## config.mk

```make
export PLATFORM = sky130hd
export DESIGN_NAME = hdmi_text_grid_flat
export DESIGN_NICKNAME = d
export VERILOG_FILES = /design/src/rtl/hdmi_text_grid_pkg.sv /design/src/rtl/hdmi_text_grid_if.sv /design/src/rtl/hdmi_text_wrap_counter.sv /design/src/rtl/hdmi_text_grid.sv /design/src/flat_wrapper.sv
export SDC_FILE = /design/constraint.sdc
export NUM_CORES = 1
export LEC_CHECK = 0
export CORE_MARGIN = 2
export CORE_UTILIZATION = 45
export CTS_CLUSTER_DIAMETER = 40
export CTS_CLUSTER_SIZE = 20
export DETAILED_ROUTE_END_ITERATION = 7
export PLACE_DENSITY = 0.73
export SLEW_MARGIN = 20
export SYNTH_ARGS = -nofsm -noshare
export SYNTH_HDL_FRONTEND = slang
export SYNTH_SLANG_ARGS = --single-unit
```

## constraint.sdc

```tcl
create_clock -name clk -period 3.95 [get_ports clk]
set_input_delay 1.185 -clock clk [delete_from_list [all_inputs] [get_ports clk]]
set_output_delay 1.185 -clock clk [all_outputs]
set_load 0.02 [all_outputs]
```

## src/rtl/hdmi_text_grid_pkg.sv

```systemverilog
// Shared constants for the HDMI text grid: flag values, default glyph/grid
// geometry and the sync-state encoding.
package hdmi_text_grid_pkg;
  localparam bit YES = 1'b1;
  localparam bit NO  = 1'b0;

  localparam int DEF_GLYPH_W = 10;
  localparam int DEF_GLYPH_H = 20;
  localparam int DEF_COLS    = 80;
  localparam int DEF_ROWS    = 24;

  typedef enum logic {
    UNSYNCED = 1'b0,
    SYNCED   = 1'b1
  } sync_state_e;
endpackage

```

## src/rtl/hdmi_text_grid_if.sv

```systemverilog
// Timing-strobe in / grid-coordinate out bundle for hdmi_text_grid.
// fine_row only exists when HDMI_TEXT_FINE_SCROLL_EN is defined.
import hdmi_text_grid_pkg::*;

interface hdmi_text_grid_if #(
  parameter int GLYPH_W = DEF_GLYPH_W,
  parameter int GLYPH_H = DEF_GLYPH_H,
  parameter int COLS    = DEF_COLS,
  parameter int ROWS    = DEF_ROWS
);
  localparam int CB = $clog2(COLS);
  localparam int RB = $clog2(ROWS);
  localparam int WB = $clog2(GLYPH_W);
  localparam int HB = $clog2(GLYPH_H);

  logic          in_active;
  logic          in_h_sync;
  logic          in_v_sync;
  logic          in_h_start;
  logic          in_v_start;
  logic [RB-1:0] top_row;
`ifdef HDMI_TEXT_FINE_SCROLL_EN
  logic [HB-1:0] fine_row;
`endif

  logic          out_active;
  logic          out_h_sync;
  logic          out_v_sync;
  logic [CB-1:0] out_col;
  logic [WB-1:0] out_col_pixel;
  logic          out_col_start;
  logic [RB-1:0] out_row;
  logic [HB-1:0] out_row_pixel;
  logic          out_row_start;
  logic          out_frame_start;
  logic          out_in_text;

  // timing generator side
  modport master (
`ifdef HDMI_TEXT_FINE_SCROLL_EN
    output fine_row,
`endif
    output in_active, in_h_sync, in_v_sync, in_h_start, in_v_start, top_row,
    input  out_active, out_h_sync, out_v_sync, out_col, out_col_pixel, out_col_start,
    input  out_row, out_row_pixel, out_row_start, out_frame_start, out_in_text
  );

  // grid mapper side
  modport slave (
`ifdef HDMI_TEXT_FINE_SCROLL_EN
    input  fine_row,
`endif
    input  in_active, in_h_sync, in_v_sync, in_h_start, in_v_start, top_row,
    output out_active, out_h_sync, out_v_sync, out_col, out_col_pixel, out_col_start,
    output out_row, out_row_pixel, out_row_start, out_frame_start, out_in_text
  );
endinterface

```

## src/rtl/hdmi_text_wrap_counter.sv

```systemverilog
// Modulo-(MAX+1) counter with load/clear and a combinational wrap carry.
// Priority: reset > load > clear > inc.
module hdmi_text_wrap_counter #(
  parameter int MAX = 9,
  parameter int W   = $clog2(MAX + 1)
) (
  input  logic         clk,
  input  logic         reset,
  input  logic         load,
  input  logic [W-1:0] load_val,
  input  logic         clear,
  input  logic         inc,
  output logic [W-1:0] count,
  output logic         wrap
);
  logic [W-1:0] count_q, count_d;

  assign wrap  = inc & (count_q == W'(MAX));
  assign count = count_q;

  // next count: load, clear, or step with wrap back to zero
  always_comb begin
    count_d = count_q;
    if (load)      count_d = load_val;
    else if (clear) count_d = '0;
    else if (inc)   count_d = wrap ? '0 : count_q + W'(1);
  end

  // count register
  always_ff @(posedge clk) begin
    if (reset) count_q <= '0;
    else       count_q <= count_d;
  end
endmodule

```

## src/rtl/hdmi_text_grid.sv

```systemverilog
// HDMI timing strobes -> character-cell coordinates, one clock of latency.
// Optional fine (sub-glyph) vertical scroll: define HDMI_TEXT_FINE_SCROLL_EN.
import hdmi_text_grid_pkg::*;

module hdmi_text_grid #(
  parameter int GLYPH_W = DEF_GLYPH_W,
  parameter int GLYPH_H = DEF_GLYPH_H,
  parameter int COLS    = DEF_COLS,
  parameter int ROWS    = DEF_ROWS
) (
  input logic             clk,
  input logic             reset,
  hdmi_text_grid_if.slave bus
);
  localparam int CB     = $clog2(COLS);
  localparam int RB     = $clog2(ROWS);
  localparam int WB     = $clog2(GLYPH_W);
  localparam int HB     = $clog2(GLYPH_H);
  localparam int NLINES = ROWS * GLYPH_H;
  localparam int SB     = $clog2(NLINES + 1);
  localparam logic [CB:0] COLS_L = (CB + 1)'(COLS);
  localparam logic [RB:0] ROWS_L = (RB + 1)'(ROWS);
  localparam logic [HB:0] GH_L   = (HB + 1)'(GLYPH_H);

  sync_state_e   state_q, state_d;
  logic [CB-1:0] col_q, col_d;
  logic [SB-1:0] scan_q, scan_d;
  logic          active_q, hs_q, vs_q;
  logic          col_start_q, col_start_d;
  logic          row_start_q, row_start_d;
  logic          frame_start_q, frame_start_d;
  logic          in_text_q, in_text_d;

  logic          act, hst, fs, row_adv;
  logic          cp_wrap, rp_wrap, row_wrap_unused;
  logic [WB-1:0] col_pixel;
  logic [HB-1:0] row_pixel, fine_eff;
  logic [RB-1:0] row, top_eff;

  // everything but in_active is qualified by active video
  assign act     = bus.in_active;
  assign hst     = act & bus.in_h_start;
  assign fs      = hst & bus.in_v_start;
  assign row_adv = hst & ~bus.in_v_start & (state_q == SYNCED);

  // out-of-range scroll offsets fall back to zero
  always_comb begin
    top_eff  = ({1'b0, bus.top_row} >= ROWS_L) ? '0 : bus.top_row;
    fine_eff = '0;
`ifdef HDMI_TEXT_FINE_SCROLL_EN
    if ({1'b0, bus.fine_row} < GH_L) fine_eff = bus.fine_row;
`endif
  end

  hdmi_text_wrap_counter #(.MAX(GLYPH_W - 1), .W(WB)) u_col_pixel (
    .clk(clk), .reset(reset), .load(1'b0), .load_val('0),
    .clear(~act | hst), .inc(act & ~hst), .count(col_pixel), .wrap(cp_wrap)
  );

  hdmi_text_wrap_counter #(.MAX(GLYPH_H - 1), .W(HB)) u_row_pixel (
    .clk(clk), .reset(reset), .load(fs), .load_val(fine_eff),
    .clear(1'b0), .inc(row_adv), .count(row_pixel), .wrap(rp_wrap)
  );

  hdmi_text_wrap_counter #(.MAX(ROWS - 1), .W(RB)) u_row (
    .clk(clk), .reset(reset), .load(fs), .load_val(top_eff),
    .clear(1'b0), .inc(rp_wrap), .count(row), .wrap(row_wrap_unused)
  );

  // sync FSM, column/scanline counters and flag generation
  always_comb begin
    state_d = state_q;
    if (fs) state_d = SYNCED;

    col_d = col_q;
    if (!act || hst)             col_d = '0;
    else if (cp_wrap && col_q != '1) col_d = col_q + CB'(1);

    scan_d = scan_q;
    if (fs)                           scan_d = '0;
    else if (row_adv && scan_q != '1) scan_d = scan_q + SB'(1);

    col_start_d   = act & (hst | cp_wrap);
    frame_start_d = fs;
    row_start_d   = fs ? (fine_eff == '0) : (row_adv & rp_wrap);
    in_text_d     = (state_d == SYNCED) & act & ({1'b0, col_d} < COLS_L)
                  & (scan_d < SB'(NLINES));
  end

  // output and state registers
  always_ff @(posedge clk) begin
    if (reset) begin
      state_q       <= UNSYNCED;
      col_q         <= '0;
      scan_q        <= '0;
      active_q      <= 1'b0;
      hs_q          <= 1'b0;
      vs_q          <= 1'b0;
      col_start_q   <= 1'b0;
      row_start_q   <= 1'b0;
      frame_start_q <= 1'b0;
      in_text_q     <= 1'b0;
    end else begin
      state_q       <= state_d;
      col_q         <= col_d;
      scan_q        <= scan_d;
      active_q      <= act;
      hs_q          <= bus.in_h_sync;
      vs_q          <= bus.in_v_sync;
      col_start_q   <= col_start_d;
      row_start_q   <= row_start_d;
      frame_start_q <= frame_start_d;
      in_text_q     <= in_text_d;
    end
  end

  assign bus.out_active      = active_q;
  assign bus.out_h_sync      = hs_q;
  assign bus.out_v_sync      = vs_q;
  assign bus.out_col         = col_q;
  assign bus.out_col_pixel   = col_pixel;
  assign bus.out_col_start   = col_start_q;
  assign bus.out_row         = row;
  assign bus.out_row_pixel   = row_pixel;
  assign bus.out_row_start   = row_start_q;
  assign bus.out_frame_start = frame_start_q;
  assign bus.out_in_text     = in_text_q;
endmodule

```

## src/flat_wrapper.sv

```systemverilog
// flat-port wrapper written by rule: the top's interface ports become plain ports
module hdmi_text_grid_flat 
#(
  parameter int GLYPH_W = DEF_GLYPH_W,
  parameter int GLYPH_H = DEF_GLYPH_H,
  parameter int COLS    = DEF_COLS,
  parameter int ROWS    = DEF_ROWS
)
  (clk, reset, bus_in_active, bus_in_h_sync, bus_in_v_sync, bus_in_h_start, bus_in_v_start, bus_top_row, bus_out_active, bus_out_h_sync, bus_out_v_sync, bus_out_col, bus_out_col_pixel, bus_out_col_start, bus_out_row, bus_out_row_pixel, bus_out_row_start, bus_out_frame_start, bus_out_in_text);
  hdmi_text_grid_if #(.GLYPH_W(GLYPH_W), .GLYPH_H(GLYPH_H), .COLS(COLS), .ROWS(ROWS)) bus_i ();
  input logic clk;
  input logic reset;
  input wire logic [$bits(bus_i.in_active)-1:0] bus_in_active;
  input wire logic [$bits(bus_i.in_h_sync)-1:0] bus_in_h_sync;
  input wire logic [$bits(bus_i.in_v_sync)-1:0] bus_in_v_sync;
  input wire logic [$bits(bus_i.in_h_start)-1:0] bus_in_h_start;
  input wire logic [$bits(bus_i.in_v_start)-1:0] bus_in_v_start;
  input wire logic [$bits(bus_i.top_row)-1:0] bus_top_row;
  output wire logic [$bits(bus_i.out_active)-1:0] bus_out_active;
  output wire logic [$bits(bus_i.out_h_sync)-1:0] bus_out_h_sync;
  output wire logic [$bits(bus_i.out_v_sync)-1:0] bus_out_v_sync;
  output wire logic [$bits(bus_i.out_col)-1:0] bus_out_col;
  output wire logic [$bits(bus_i.out_col_pixel)-1:0] bus_out_col_pixel;
  output wire logic [$bits(bus_i.out_col_start)-1:0] bus_out_col_start;
  output wire logic [$bits(bus_i.out_row)-1:0] bus_out_row;
  output wire logic [$bits(bus_i.out_row_pixel)-1:0] bus_out_row_pixel;
  output wire logic [$bits(bus_i.out_row_start)-1:0] bus_out_row_start;
  output wire logic [$bits(bus_i.out_frame_start)-1:0] bus_out_frame_start;
  output wire logic [$bits(bus_i.out_in_text)-1:0] bus_out_in_text;
  assign bus_i.in_active = bus_in_active;
  assign bus_i.in_h_sync = bus_in_h_sync;
  assign bus_i.in_v_sync = bus_in_v_sync;
  assign bus_i.in_h_start = bus_in_h_start;
  assign bus_i.in_v_start = bus_in_v_start;
  assign bus_i.top_row = bus_top_row;
  assign bus_out_active = bus_i.out_active;
  assign bus_out_h_sync = bus_i.out_h_sync;
  assign bus_out_v_sync = bus_i.out_v_sync;
  assign bus_out_col = bus_i.out_col;
  assign bus_out_col_pixel = bus_i.out_col_pixel;
  assign bus_out_col_start = bus_i.out_col_start;
  assign bus_out_row = bus_i.out_row;
  assign bus_out_row_pixel = bus_i.out_row_pixel;
  assign bus_out_row_start = bus_i.out_row_start;
  assign bus_out_frame_start = bus_i.out_frame_start;
  assign bus_out_in_text = bus_i.out_in_text;
  hdmi_text_grid #(.GLYPH_W(GLYPH_W), .GLYPH_H(GLYPH_H), .COLS(COLS), .ROWS(ROWS)) u_core (.clk(clk), .reset(reset), .bus(bus_i));
endmodule
```

After elaboration in Yosys (flattened, before gate mapping)
Index checks and enable logic that the tools add are counted.
{"block": "word_totals", "regBits": 38, "out_inout_bits": 28, "wordCells": 63}
{"block": "classes", "n_addsub": 5, "n_lt_le_gt_ge": 3, "n_eq_ne": 5, "n_mux": 12, "bitwise": 18, "reduce_logical": 7}
{"operator": "$mux W5", "n": 5}
{"operator": "$mux W9", "n": 2}
{"operator": "$mux W7", "n": 2}
{"operator": "$and A1 B1 Y1", "n": 13}
{"operator": "$add A5 B1 Y5 const B", "n": 2}
{"operator": "$eq A5 B5 Y1 const B", "n": 2}
{"operator": "$add A9 B1 Y9 const B", "n": 1}
{"operator": "$lt A9 B9 Y1 const B", "n": 1}
{"operator": "$ne A9 B9 Y1 const B", "n": 1}
{"operator": "$add A7 B1 Y7 const B", "n": 1}
{"operator": "$lt A7 B7 Y1 const B", "n": 1}
{"operator": "$ne A7 B7 Y1 const B", "n": 1}
{"operator": "$ge A5 B5 Y1 const B", "n": 1}
{"operator": "$add A4 B1 Y4 const B", "n": 1}
{"operator": "$eq A4 B4 Y1 const B", "n": 1}
{"operator": "$mux W4", "n": 1}
{"operator": "$reduce_or A2 Y1", "n": 2}
{"operator": "$not A1 Y1", "n": 3}
{"operator": "$logic_and A1 B1 Y1", "n": 2}
{"operator": "$mux W1", "n": 2}
{"operator": "$or A1 B1 Y1", "n": 2}
{"operator": "$reduce_bool A2 Y1", "n": 1}
{"operator": "$logic_not A1 Y1", "n": 1}
{"operator": "$logic_or A1 B1 Y1", "n": 1}

Depth between registers and ports, before layout
Gate-level depths: netlist of run 1.
{"block": "logic_depth", "word_depth": 10, "depth_mapped": 9, "depth_no_buf": 9}

Modules after synthesis
From an unflattened synthesis of run 1, not the netlist that was laid out.
{"block": "unflattened", "cells_unflattened": 240, "hier_area_um2": 2089.5}
{"mod": "hdmi_text_grid", "n_inst": 1, "cells_per_inst": 133, "area_per_inst_um2": 1154.9}
{"mod": "hdmi_text_wrap_counter at u_core.u_row_pixel", "n_inst": 1, "cells_per_inst": 39, "area_per_inst_um2": 335.3}
{"mod": "hdmi_text_wrap_counter at u_core.u_row", "n_inst": 1, "cells_per_inst": 41, "area_per_inst_um2": 334.1}
{"mod": "hdmi_text_wrap_counter at u_core.u_col_pixel", "n_inst": 1, "cells_per_inst": 27, "area_per_inst_um2": 265.3}

Least setup slack after synthesis of run 1
No wires, ideal clock.
{"block": "synth_timing", "path_type": "in2reg", "from": "in bus_in_v_start", "to": "reg u_core.in_text_q, in the netlist u_core.bus.out_in_text", "arrival_ps": 2275, "setup_slack_ps": 1571, "stages": 5, "path_buffers": 0, "cell_sequence": "nand2b_1 > nor4_1 > xnor2_1 > nor3_2 > a2111oi_2"}
{"block": "synth_via", "elab_chain_len": 8, "word_cells_on_any_way": 12}
{"element": "start, declared", "line": "flat_wrapper.sv:17", "source": "input wire logic [$bits(bus_i.in_v_start)-1:0] bus_in_v_start;"}
{"element": "$not A1 Y1", "line": "hdmi_text_grid.sv:44", "source": "assign row_adv = hst & ~bus.in_v_start & (state_q == SYNCED);"}
{"element": "$and A1 B1 Y1 (2 in a row)", "line": "hdmi_text_grid.sv:44"}
{"element": "$logic_and A1 B1 Y1", "line": "hdmi_text_grid.sv:81", "source": "else if (row_adv && scan_q != '1) scan_d = scan_q + SB'(1);"}
{"element": "$mux W9", "line": "hdmi_text_grid.sv:81"}
{"element": "$mux W9", "line": "hdmi_text_grid.sv:80", "source": "if (fs) scan_d = '0;"}
{"element": "$lt A9 B9 Y1", "line": "hdmi_text_grid.sv:87", "source": "& (scan_d < SB'(NLINES));"}
{"element": "$and A1 B1 Y1 *", "line": "hdmi_text_grid.sv:87"}
{"element": "end signal, assigned", "line": "hdmi_text_grid.sv:113", "source": "in_text_q <= in_text_d;"}
{"element": "end, declared", "line": "hdmi_text_grid.sv:32", "source": "logic in_text_q, in_text_d;"}
Every way passes the cells marked *; elsewhere a longest branch is shown, timed or not.
A chain may end at the register's enable or synchronous reset.

Worst setup path after layout of run 1
Same ends and word-level chain as after synthesis.

==> results list, run 1 <==
- Total number of vias: 1467
- Worst slew margin relative to its limit: between 60 and 70%
* Hold slack: 0.484 ns
- CTS built an H-tree with a depth of 2.
- TritonCTS Sinks: 38
- Detailed-route DRC error count: 0
- The repair_antennas step left the layout with diodes totalling 0.
- Clock-pin slew was measured on the worst setup and hold paths at roughly 0.07 ns.
- Count of final setup violators: 0
- Post-synthesis register bit count: 38
- Highest routed layer: met4
* Leakage component of the power: 0.845 nW
- Entering global routing, the biggest net connects 15 pins.
* Leading cell types by total area after synthesis: sky130_fd_sc_hd__dfxtp_1 (43%), sky130_fd_sc_hd__nor2_1 (6.4%), sky130_fd_sc_hd__ha_1 (4.9%), sky130_fd_sc_hd__xnor2_1 (4.0%), sky130_fd_sc_hd__xor2_1 (3.5%)
* Worst Setup Start Kind: input port
* Number of gates resized after cts: 0
- Number of placement rows: 22
- Setup repair after global routing left no endpoint under its margin.
- Clock tree skew after final layout: 0.00194 ns
* Drt first-iter violations: 95
* Cell chain of the critical path: clkdlybuf4s50_1 > nand2b_1 > nor4_1 > xnor2_1 > nor3_2 > a2111oi_2
- Area share of the largest cell type after synthesis: 42.9%
- Power per unit of standard cell area: 312 nW/um2
* Hold buffers post-CTS: 0
* CTS Buf Count: 5
* EDFF count, synth: 0
* Post-DR vias/cell: slightly above 5
- Across every metal layer, demand over resource in global routing totals a little under a fifth.
- After layout, the minimum clock period comes to approximately 2.7 ns.
* Routability congestion estimate from global placement: 0.818
- The total area inside the core boundary comes to about 3700 um2.
* Cell variety after synth: between 40 and 50
- Critical Path RT: between 4 and 5 ns
- Summing every instance area after synthesis gives between 1500 and 2000 um2.
* Final antenna-violating net count: 0
- Number of warnings printed during yosys synthesis: 0
- Port Buffers: 39
- In the detailed route, the total length drawn on met2 is approximately 1.6 mm.
- Max-capacitance violation count: 0
* Period Utilization, post-route: 69.4%
- Detailed-placement wirelength estimate: about 2.6 mm
- First-pass iteration count of the detailed router: 6
* IR Drop Worst-Case VDD: ~150 uV
* Clock Tree Root: sky130_fd_sc_hd__clkbuf_8
- Gate count after technology mapping: 197
- The die is 66.7 um wide.
- After detailed routing, the average wire length per cell comes to 12.5 um.
* Full die area: approximately 4500 um2
- Power after layout: between 700 and 800 uW
* GRT overflow: 0
* Reg2reg setup slack: approximately 1.7 ns
- Wl on met1: approximately 1.7 mm
* Part of the Yosys area used for sequential elements: 42.9%
* Fin. Hold Viols: 0
* Number of antenna violations at the first check in global routing: 0
- Leaving out filler cells and counting taps, the final layout contains 288.
- Actual slew at the worst max-slew pin: ~0.53 ns
* Sort of element at the end of the critical path: flop
- For this run, asynchronously set or reset flops after synthesis account for 0%.
- 40 I/O pins were placed.
- WS Path Type: in -> reg
* Setup Buffers After CTS: 0
- For the final routed database, the setup TNS stands at 0 ns.
- Inst Count DP: 280
- For this run, the top clock speed supported by timing is 0.365 GHz.
- Among all flip-flop cells after synthesis, the most frequent one is sky130_fd_sc_hd__dfxtp_1.
- The first global-routing pass estimated just over 6 mm of wire.
- Number of nets in the layout: roughly 260
- Die height: around 67 um
- Once the floorplan was initialized, standard cells occupied between 40% and 50% of the core.
- Area growth syn-to-layout: 29.7%
- The routed design has 3.60 mm of wire.
* Clk_lat worst skew: between 0.2 and 0.3 ns
- Clock Tree Buf Depth: 2
* Synthesized net count: around 220
- Max-slew violation count: 0
* CTS tree: done
* Number of global-route vias before repair: around 1300
- The largest single stage delay on the critical path is ~0.46 ns.
- Fraction of layout instances using a drive strength above 1: about 6.7%
- After detailed routing, the met3 layer carries about 200 um of wire.
* Worst hold path type: reg -> reg
* Average cell area after synthesis: between 8 and 9 um2
* Biggest fanout along the worst timing path: 5
- Data arrives at the worst endpoint at approximately 2.9 ns.
- The flow ran to the end, and the final reports show no timing, DRC or antenna violations.
- The slowest stage of the critical path is the sky130_fd_sc_hd__clkdlybuf4s50_1 cell.
- Cell type with the highest aggregate area in the netlist: sky130_fd_sc_hd__dfxtp_1
## cell usage in the layout (no fill, tap or decap), types with 5 or more instances in the layout
cell type,instances
sky130_fd_sc_hd__xor2_1,7
sky130_fd_sc_hd__nor3_1,5
sky130_fd_sc_hd__clkdlybuf4s50_1,39
sky130_fd_sc_hd__nand2b_1,5
sky130_fd_sc_hd__nand3_1,8
sky130_fd_sc_hd__clkbuf_8,6
sky130_fd_sc_hd__nor2_1,30
sky130_fd_sc_hd__nand2_1,12
sky130_fd_sc_hd__xnor2_1,8
sky130_fd_sc_hd__a21oi_1,12
sky130_fd_sc_hd__o21ai_0,6
sky130_fd_sc_hd__dfxtp_1,38
sky130_fd_sc_hd__inv_1,8
sky130_fd_sc_hd__ha_1,7
sky130_fd_sc_hd__nor2b_1,5
## through the flow
stage	utilization (%)	area, um2	setup WS, ns
after floorplan	-	1770	1.57
after global placement	59.4	2210	0.980
after detailed placement	59.4	2210	0.924
after CTS	61.9	2300	1.22
after global routing	61.9	2300	1.01
final	61.9	2300	1.21
## metal layers
layer  vias to the layer above  GRT usage, %
met5                         -             0
met4                         0          8.42
met3                         4          6.08
met2                        37          27.3
met1                       654          23.6
li1                        772             -
## state kept, by name, summed over array words and instances (netlist names)
signal,flops
u_core.bus.out_col_start,1
u_core.u_row_pixel.count,5
u_core.state_q,1
u_core.scan_q,9
u_core.bus.out_active,1
u_core.bus.out_col,7
u_core.bus.out_in_text,1
u_core.bus.out_row_start,1
u_core.bus.out_h_sync,1
u_core.u_col_pixel.count,4
u_core.u_row.count,5
u_core.bus.out_v_sync,1
u_core.bus.out_frame_start,1
## Yosys cell counts, types with 2 or more instances
cell type	number
sky130_fd_sc_hd__nand4_1	4
sky130_fd_sc_hd__nor3_1	5
sky130_fd_sc_hd__clkbuf_1	4
sky130_fd_sc_hd__xor2_1	7
sky130_fd_sc_hd__nor3b_1	3
sky130_fd_sc_hd__nand2b_1	5
sky130_fd_sc_hd__a31oi_1	3
sky130_fd_sc_hd__dfxtp_1	38
sky130_fd_sc_hd__nor2b_1	5
sky130_fd_sc_hd__ha_1	7
sky130_fd_sc_hd__nor2_1	30
sky130_fd_sc_hd__a211oi_1	4
sky130_fd_sc_hd__inv_1	8
sky130_fd_sc_hd__o21ai_0	6
sky130_fd_sc_hd__a21oi_1	12
sky130_fd_sc_hd__nand3_1	8
sky130_fd_sc_hd__xnor2_1	8
sky130_fd_sc_hd__nand2_1	12
sky130_fd_sc_hd__mux2i_1	4
sky130_fd_sc_hd__nand4b_1	2
## path summary, 6_finish.rpt
path | endpoint | cells after the start | from
min reg2reg | u_core.u_col_pixel.count[0]$_SDFFE_PP0P_ | 1 | u_core.u_col_pixel.count[0]$_SDFFE_PP0P_
max reg2reg | u_core.bus.out_in_text$_SDFF_PP0_ | 9 | u_core.scan_q[0]$_SDFFE_PP0N_
min | u_core.u_col_pixel.count[0]$_SDFFE_PP0P_ | 1 | u_core.u_col_pixel.count[0]$_SDFFE_PP0P_
max | u_core.bus.out_in_text$_SDFF_PP0_ | 6 | bus_in_v_start
## cell type report
type	instances	area, um2
clock inverters	1	5.00
repair buffers	39	390
inverters	8	30.0
multi-input cells	147	966
flip-flops and latches	38	761
fillers	330	1420
well taps	48	60.1
clock buffers	7	86.3
## worst max-delay path: cells and delay by family
family                    cells  cell delay [ns]
xor gates and xnor gates      1             0.23
buffers and inverters         1             0.46
AOI/OAI and AO/OA             1             0.34
and+or+nand+nor               3             0.73
## cell families after synthesis
kind of cell | after synthesis | synth area share, %
fa+ha+maj | 7 | 4.94
buf+inv | 12 | 2.54
compound gates | 34 | 12.6
mux | 4 | 2.26
simple gates | 87 | 27.3
xor+xnor | 15 | 7.42
flops | 38 | 42.9
## report_power, final
group	total (mW)	internal (mW)	leakage (nW)	switching [mW]
Sequential	0.394	0.389	0.308	0.00466
Combinational	0.0558	0.0265	0.488	0.0293
Clock	0.268	0.141	0.0482	0.127
(Power assumes the default switching activity.)
==> run 2: changes to the inputs <==
==> constraint.sdc (replaced) <==
create_clock -name clk -period 2.6 [get_ports clk]
set_input_delay 0.78 -clock clk [delete_from_list [all_inputs] [get_ports clk]]
set_output_delay 0.78 -clock clk [all_outputs]
set_load 0.02 [all_outputs]
==> run 2 against run 1 <==
Sequential share of layout area down 1.0 points. Via count up 3.6%. Combinational power up 68%. Hold slack better by 0.017 ns. Wire length down 3.2%. Final cell count up 3.1%. Global-route usage down 0.36 points. Die area unchanged. Clock skew up 0.0098 ns.
==> results list, run 2 (synthesis gave the netlist of run 1 again) <==
- The number of setup buffers added after CTS is 0 (unchanged).
- The number of maximum-capacitance constraint violations was 0 (unchanged).
- The total vias in the final route is 1520 (+3.6%).
* Worst hold path type: reg -> reg
* Beginning of the critical path: u_core.scan_q[0]$_SDFFE_PP0N_
- Post-DR vias/cell: 5.12 (+0.47%)
* Flip-flop count of the largest register after layout: 9 (unchanged)
- Starting density of the core: 47.7% (unchanged)
- The number of DRC violations after detailed-routing iteration 0 is 88 (-7.4%).
- The total global routing overflow was 0 (unchanged).
- Pre-CTS setup slack: 0.0662 ns (-0.858 ns)
* Int Pwr: 852 uW (+53%)
- Most common cell after layout, fill and taps aside: sky130_fd_sc_hd__clkdlybuf4s50_1
- Top library cells by usage in the layout, fill and taps aside: sky130_fd_sc_hd__clkdlybuf4s50_1 (39), sky130_fd_sc_hd__dfxtp_1 (38), sky130_fd_sc_hd__nor2_1 (30)
- The count of nets left with antenna violations after detail routing was 0 (unchanged).
* Detailed-placement wirelength estimate: 2.62 mm (+2.6%)
* Biggest fanout along the worst timing path: 6 (+1)
- Leakage component of the power: 0.887 nW (+5.0%)
- The number of failing setup endpoints in the final timing report is 0 (unchanged).
- The maximum number of pins on one net before global-route repair was 15 (unchanged).
- The total number of H-tree levels came to 2 (unchanged).
- The number of ports placed on the die boundary was 40 (unchanged).
- Hold slack: 0.501 ns (+0.0166 ns)
- Max-slew violation count: 0 (unchanged)
* Routability congestion estimate from global placement: 0.971 (+19%)
- Clock transition at path regs: 0.07 ns (about the same)
* Number of global-route vias before repair: 1408 (+5.5%)
- Ranked by flip-flop count, first place goes to u_core.scan_q.
* Layout Utilization: 63.8% (+1.9 points)
* Reg2reg setup slack: 0.35 ns (-1.31 ns)
- Fraction of layout instances using a drive strength above 1: 10.4% (+3.8 points)
- Final worst-path setup slack: 0.351 ns (-0.857 ns)
* Clock Tree Root: sky130_fd_sc_hd__clkbuf_8
* CTS Buf Count: 5 (unchanged)
- The placed instance count came to 289 (+3.2%).
- Worst Setup Start Kind: flop
* Critical Path RT: 2.78 ns (-1.36 ns)
- Critical Path Sink: u_core.bus.out_in_text$_SDFF_PP0_
* Achievable clock frequency: ~0.44 GHz
- The relative contribution of combinational cells to total power came to 8.5% (+0.7 points).
* Number of antenna violations at the first check in global routing: 0 (unchanged)
* First-pass GRT wire length: 6.04 mm (-0.56%)
- The number of hold-repair buffers added at the cts stage was 0 (unchanged).
- The setup path with the least slack is of type reg -> reg.
* Ant diodes: 0 (unchanged)
- The clock latency at the later pin of the worst-skew pair came to 0.29 ns (about the same).
- Final Critical Period: ~2.2 ns
- Setup repair after global routing left no endpoint under its margin.
- Number of nets in the layout: 267 (+3.5%)
* Setup Total Neg Slack: 0 ns (unchanged)
* Die height: 66.7 um (unchanged)
- The final clock skew is 0.0118 ns (+0.00984 ns).
* Actual slew at the worst max-slew pin: 0.477 ns (-0.0500 ns)
* Non-filler cells, final: 297 (+3.1%)
- Power per unit of standard cell area: 467 nW/um2 (+50%)
* Drt wl/cell: 11.7 um (-6.2%)
- The worst setup path is captured at a flop.
* TritonCTS Sinks: 38 (unchanged)
- The residual DRC count was 0 (unchanged).
* Origin of the critical flop-to-flop path: u_core.scan_q[0]$_SDFFE_PP0N_
* Chip width: 66.7 um (unchanged)
- The routed wire length was 3.49 mm (-3.2%).
* IR Drop Worst-Case VDD: 375 uV (+150%)
* Worst reg2reg endpoint: u_core.bus.out_in_text$_SDFF_PP0_
- Global router's overall resource usage: 17.9% (-0.36 points)
- Reg2reg path depth: 9 (unchanged)
- The power share of the sequential group is 54.1% (-0.8 points).
- Number of placement rows: 22 (unchanged)
- Fin. Hold Viols: 0 (unchanged)
* Area of the core: 3720 um2 (unchanged)
- Worst slew margin relative to its limit: 67.8% (+2.9 points)
- Full die area: 4450 um2 (unchanged)
- Run status: finished, final reports clean
- The clock network fraction of total power was 37.4% (about the same).
- First-pass iteration count of the detailed router: 4 (-2)
* CTS tree: done
* Number of gates resized after cts: 0 (unchanged)
* Area growth syn-to-layout: 33.8%
- Net switching component of the power: 255 uW (+58%)
- The clock tree buffer depth was 2 (unchanged).
- The critical path arrival is 2.43 ns (-0.50 ns).
- The share of total power consumed by net switching is 23.0% (+0.58 points).
- The final critical path takes up about 86% of the cycle.
- Port Buffers: 39 (unchanged)
==> run 2: changes by cell type in the layout (fill, tap and decap cells not counted), sizes merged <==
cell	change
buf	+9
clkbuf	-1
clkinvlp	+1
==> run 2: final cells by class <==
class / count / area, um2
clock buffers: 6 / 82.6
clock inverters: 2 / 12.5
fillers: 342 / 1350
inverters: 8 / 30.0
multi-input cells: 147 / 966
flip-flops and latches: 38 / 761
well taps: 48 / 60.1
repair buffers: 48 / 458
==> run 2: worst min path at each step <==
stage,startpoint,endpoint,slack (ns),cells past startpoint
global route,u_core.u_col_pixel.count[0]$_SDFFE_PP0P_,u_core.u_col_pixel.count[0]$_SDFFE_PP0P_,0.54,1
detailed placement,u_core.u_col_pixel.count[0]$_SDFFE_PP0P_,u_core.u_col_pixel.count[0]$_SDFFE_PP0P_,0.49,1
global placement,u_core.u_col_pixel.count[0]$_SDFFE_PP0P_,u_core.u_col_pixel.count[0]$_SDFFE_PP0P_,0.47,1
finish,u_core.u_row_pixel.count[1]$_SDFFE_PP0P_,u_core.u_row_pixel.count[1]$_SDFFE_PP0P_,0.50,2
floorplan,u_core.scan_q[4]$_SDFFE_PP0N_,u_core.scan_q[4]$_SDFFE_PP0N_,0.48,2
CTS,u_core.u_col_pixel.count[0]$_SDFFE_PP0P_,u_core.u_col_pixel.count[0]$_SDFFE_PP0P_,0.51,1
==> run 2: stage by stage <==
stage	total power, mW	area (um2)
3_5_place_dp	0.707	2270
2_1_floorplan	0.653	1770
6_report	1.11	2370
4_1_cts	1.12	2370
5_1_grt	1.16	2370
3_3_place_gp	0.706	2270
==> run 2: layer usage <==
metal | part of all wire [%] | track usage, % | wire (um)
met1 | 50 | 22.5 | 1750
met2 | 44 | 29.4 | 1530
met3 | 4.8 | 4.90 | 166
met4 | 1.2 | 6.12 | 42
met5 | 0 | 0 | 0
==> run 2: critical path, cell delays in order, from the launching register on <==
cell                        delay, ns
sky130_fd_sc_hd__dfxtp_1         0.35
sky130_fd_sc_hd__ha_1            0.25
sky130_fd_sc_hd__nand2_1         0.09
sky130_fd_sc_hd__nor3_1          0.06
sky130_fd_sc_hd__ha_1            0.20
sky130_fd_sc_hd__nand3b_2        0.30
sky130_fd_sc_hd__nor4_2          0.30
sky130_fd_sc_hd__xnor2_1         0.19
sky130_fd_sc_hd__nor3_2          0.08
sky130_fd_sc_hd__a2111oi_2       0.33
==> run 2: power groups by stage <==
| stage | clock (mW) | sequential (mW) | combinational, mW |
|---|---|---|---|
| 2_1_floorplan | 0 | 0.622 | 0.0310 |
| 3_3_place_gp | 0 | 0.612 | 0.0937 |
| 3_5_place_dp | 0 | 0.612 | 0.0942 |
| 4_1_cts | 0.430 | 0.599 | 0.0947 |
| 5_1_grt | 0.458 | 0.600 | 0.103 |
| 6_report | 0.415 | 0.599 | 0.0940 |
==> run 3: changes to the inputs <==
--- a/config.mk
+++ b/config.mk
@@ -10,7 +10,7 @@
 export CTS_CLUSTER_DIAMETER = 40
 export CTS_CLUSTER_SIZE = 20
 export DETAILED_ROUTE_END_ITERATION = 7
-export PLACE_DENSITY = 0.73
+export PLACE_DENSITY = 0.78
 export SLEW_MARGIN = 20
 export SYNTH_ARGS = -nofsm -noshare
 export SYNTH_HDL_FRONTEND = slang
==> run 3 against run 2 <==
Largest power group unchanged. Largest cell class unchanged. Register-to-register slack barely moved. Global-route usage fell by 0.43 points. Clock skew fell by 0.0063 ns. Die area did not move. Final cell count fell by 0.34%. Sequential power barely moved. Utilization fell by 0.13 points. Clock power fell by 6.3%. Final area fell by 0.21%. Total power fell by 2.4%. Critical endpoint unchanged. Via count rose by 2.9%.
==> results list, run 3 (synthesis gave the netlist of run 1 again) <==
- The achievable frequency came to 0.438 GHz (-1.5%).
- Setup repair after global routing left no endpoint under its margin.
- The area growth from synthesis to layout is 33.5%.
- The startpoint identified for the worst hold timing path is u_core.u_col_pixel.count[0]$_SDFFE_PP0P_.
- Fraction of layout instances using a drive strength above 1: 10.1% (-0.36 points)
* Final Critical Period: 2.28 ns (+0.0337 ns)
- The buffering stage count on the worst path with inverters included is 1 (+1).
- The die outline width came to 66.7 um (unchanged).
- Instance area after placement: 2280 um2 (+0.33%)
* Ant diodes: 0 (unchanged)
* Sort of element at the end of the critical path: flop
- Critical path's slowest cell: sky130_fd_sc_hd__clkdlybuf4s50_1
* Routability congestion estimate from global placement: 0.841 (-13%)
* Min-Delay Endpoint: u_core.u_col_pixel.count[0]$_SDFFE_PP0P_
* CTS tree: done
- Pre-CTS setup slack: 0.0304 ns (-0.0358 ns)
- Count of final setup violators: 0 (unchanged)
* Area of the core: 3720 um2 (unchanged)
* Final worst-path setup slack: 0.318 ns (-0.0337 ns)
- I/O pin cnt: 40 (unchanged)
- The number of hold-repair buffers added at the cts stage came to 0 (unchanged).
- Setup Buffers After CTS: 0 (unchanged)
- Actual slew at the worst max-slew pin: 0.373 ns (-0.105 ns)
* Clk_lat worst skew: 0.28 ns (about the same)
* Power per unit of standard cell area: 457 nW/um2 (-2.2%)
* IR Drop Worst-Case VDD: 271 uV (-28%)
* Clock Tree Root: sky130_fd_sc_hd__clkbuf_8
* Origin of the critical flop-to-flop path: u_core.scan_q[0]$_SDFFE_PP0N_
- The global-route wire length before repair is 5.98 mm (-1.1%).
- Drt wl/cell: 11.9 um (+1.4%)
- Clock Tree Buf Depth: 2 (unchanged)
- The total clock sinks came to 38 (unchanged).
* Post-DR vias/cell: 5.28 (+3.2%)
- The number of core rows came to 22 (unchanged).
- Worst reg2reg endpoint: u_core.bus.out_in_text$_SDFF_PP0_
- The relative slew slack was 75.1% (+7.3 points).
- Highest routed layer: met4
- Leakage component of the power: 0.888 nW (about the same)
- The met3 wire length is 255 um (+54%).
- Total number of vias: 1564 (+2.9%)
- Most common cell after layout, fill and taps aside: sky130_fd_sc_hd__clkdlybuf4s50_1
* Reg2reg setup slack: 0.36 ns (about the same)
- Reg2reg path depth: 9 (unchanged)
- Max-slew violation count: 0 (unchanged)
- Top library cells by usage in the layout, fill and taps aside: sky130_fd_sc_hd__clkdlybuf4s50_1 (39), sky130_fd_sc_hd__dfxtp_1 (38), sky130_fd_sc_hd__nor2_1 (30)
- The y dimension of the die was 66.7 um (unchanged).
- Drt first-iter violations: 155 (+76%)
* Max-capacitance violation count: 0 (unchanged)
- The critical path arrival came to 2.47 ns (+0.04 ns).
- The post-route clock period utilization came to 87.8% (+1.3 points).
- WS Path Type: in -> reg
* Power after layout: 1.08 mW (-2.4%)
- The final layout net count came to 268 (+0.37%).
* Fin. Hold Viols: 0 (unchanged)
- The number of buffers created by CTS was 5 (unchanged).
- Clock tree skew after final layout: 0.00549 ns (-0.00628 ns)
- Flip-flop count of the largest register after layout: 9 (unchanged)
* Final antenna-violating net count: 0 (unchanged)
- The number of gates given a new drive strength after cts is 0 (unchanged).
- Biggest fanout along the worst timing path: 5 (-1)
* Routed WL: 3.52 mm (+1.0%)
- Critical Path RT: 2.79 ns (about the same)
- Dominant delay contributor by cell family on the critical path: simple AND/OR/NAND/NOR gates
- Global router's overall resource usage: 17.5% (-0.43 points)
- Worst hold path type: reg -> reg
- The largest incremental delay on the critical path came to 0.47 ns (+0.12 ns).
- GRT overflow: 0 (unchanged)
- The die area came to 4450 um2 (unchanged).
- The residual DRC count is 0 (unchanged).
- Largest register by flop count: u_core.scan_q
- The clock-pin slew reported for the worst setup and hold paths after clock tree synthesis is 0.07 ns (about the same).
- Port Buffers: 39 (unchanged)
* Worst Setup Start Kind: input port
- Setup Total Neg Slack: 0 ns (unchanged)
- Post-route cell area: 2360 um2 (-0.21%)
* Cell chain of the critical path: clkdlybuf4s50_1 > nand2b_1 > nor4_1 > xnor2_1 > nor3_2 > a2111oi_2
- The met2 wire length is 1.60 mm (+4.6%).
- Starting density of the core: 47.7% (unchanged)
* Number of H-tree levels: 2 (unchanged)
- The detailed-router iteration count before antenna repair was 4 (unchanged).
- Wl on met1: 1.59 mm (-8.8%)
- The via count of the first global-routing pass was 1429 (+1.5%).
* Detailed-placement wirelength estimate: 2.66 mm (+1.4%)
- Worst Hold Depth: 1 (-1)
- Number of antenna violations at the first check in global routing: 0 (unchanged)
- The flow ran to the end, and the final reports show no timing, DRC or antenna violations.
- The maximum number of pins on one net before global-route repair came to 15 (unchanged).
==> run 3: power breakdown <==
part	leakage [nW]	switching (mW)	internal [mW]
combinational	0.536	0.0457	0.0471
clock	0.0431	0.185	0.204
sequential	0.308	0.00714	0.592
total	0.888	0.238	0.843
==> run 3: worst max path at each step <==
stage                                        from                           endpoint  slack [ns]  cells past startpoint
global route        u_core.scan_q[0]$_SDFFE_PP0N_  u_core.bus.out_in_text$_SDFF_PP0_        0.15                      9
floorplan           u_core.scan_q[0]$_SDFFE_PP0N_  u_core.bus.out_in_text$_SDFF_PP0_        0.55                      9
CTS                                bus_in_v_start  u_core.bus.out_in_text$_SDFF_PP0_        0.33                      6
detailed placement                 bus_in_v_start  u_core.bus.out_in_text$_SDFF_PP0_        0.03                      6
finish                             bus_in_v_start  u_core.bus.out_in_text$_SDFF_PP0_        0.32                      6
global placement                   bus_in_v_start  u_core.bus.out_in_text$_SDFF_PP0_        0.07                      6
==> run 3: final cells by class <==
class	instances	area [um2]
Clock buffer	6	82.6
Timing Repair Buffer	49	465
Sequential cell	38	761
Multi-Input combinational cell	147	966
Fill cell	322	1350
Tap cell	48	60.1
Inverter	8	30.0
==> run 3: layer usage <==
layer | vias to the layer above | global-route usage [%]
met2 | 44 | 27.1
met5 | - | 0
met3 | 10 | 6.08
met4 | 0 | 5.87
met1 | 714 | 22.5
li1 | 796 | -
==> run 3: per-stage QoR <==
step | hold WS [ns] | util [%] | std cells
global placement | 0.463 | 61.4 | 290
floorplan | 0.480 | - | 197
global route | 0.510 | 63.6 | 296
finish | 0.483 | 63.6 | 296
detailed placement | 0.470 | 61.4 | 290
CTS | 0.489 | 63.6 | 296
==> run 3: worst register-to-register path, cell delays in order (launching register included) <==
cell and delay, ns:
sky130_fd_sc_hd__dfxtp_1 0.35, sky130_fd_sc_hd__ha_1 0.25, sky130_fd_sc_hd__nand2_1 0.09, sky130_fd_sc_hd__nor3_1 0.06, sky130_fd_sc_hd__ha_1 0.21, sky130_fd_sc_hd__nand3b_2 0.30
sky130_fd_sc_hd__nor4_2 0.28, sky130_fd_sc_hd__xnor2_1 0.19, sky130_fd_sc_hd__nor3_2 0.08, sky130_fd_sc_hd__a2111oi_2 0.33
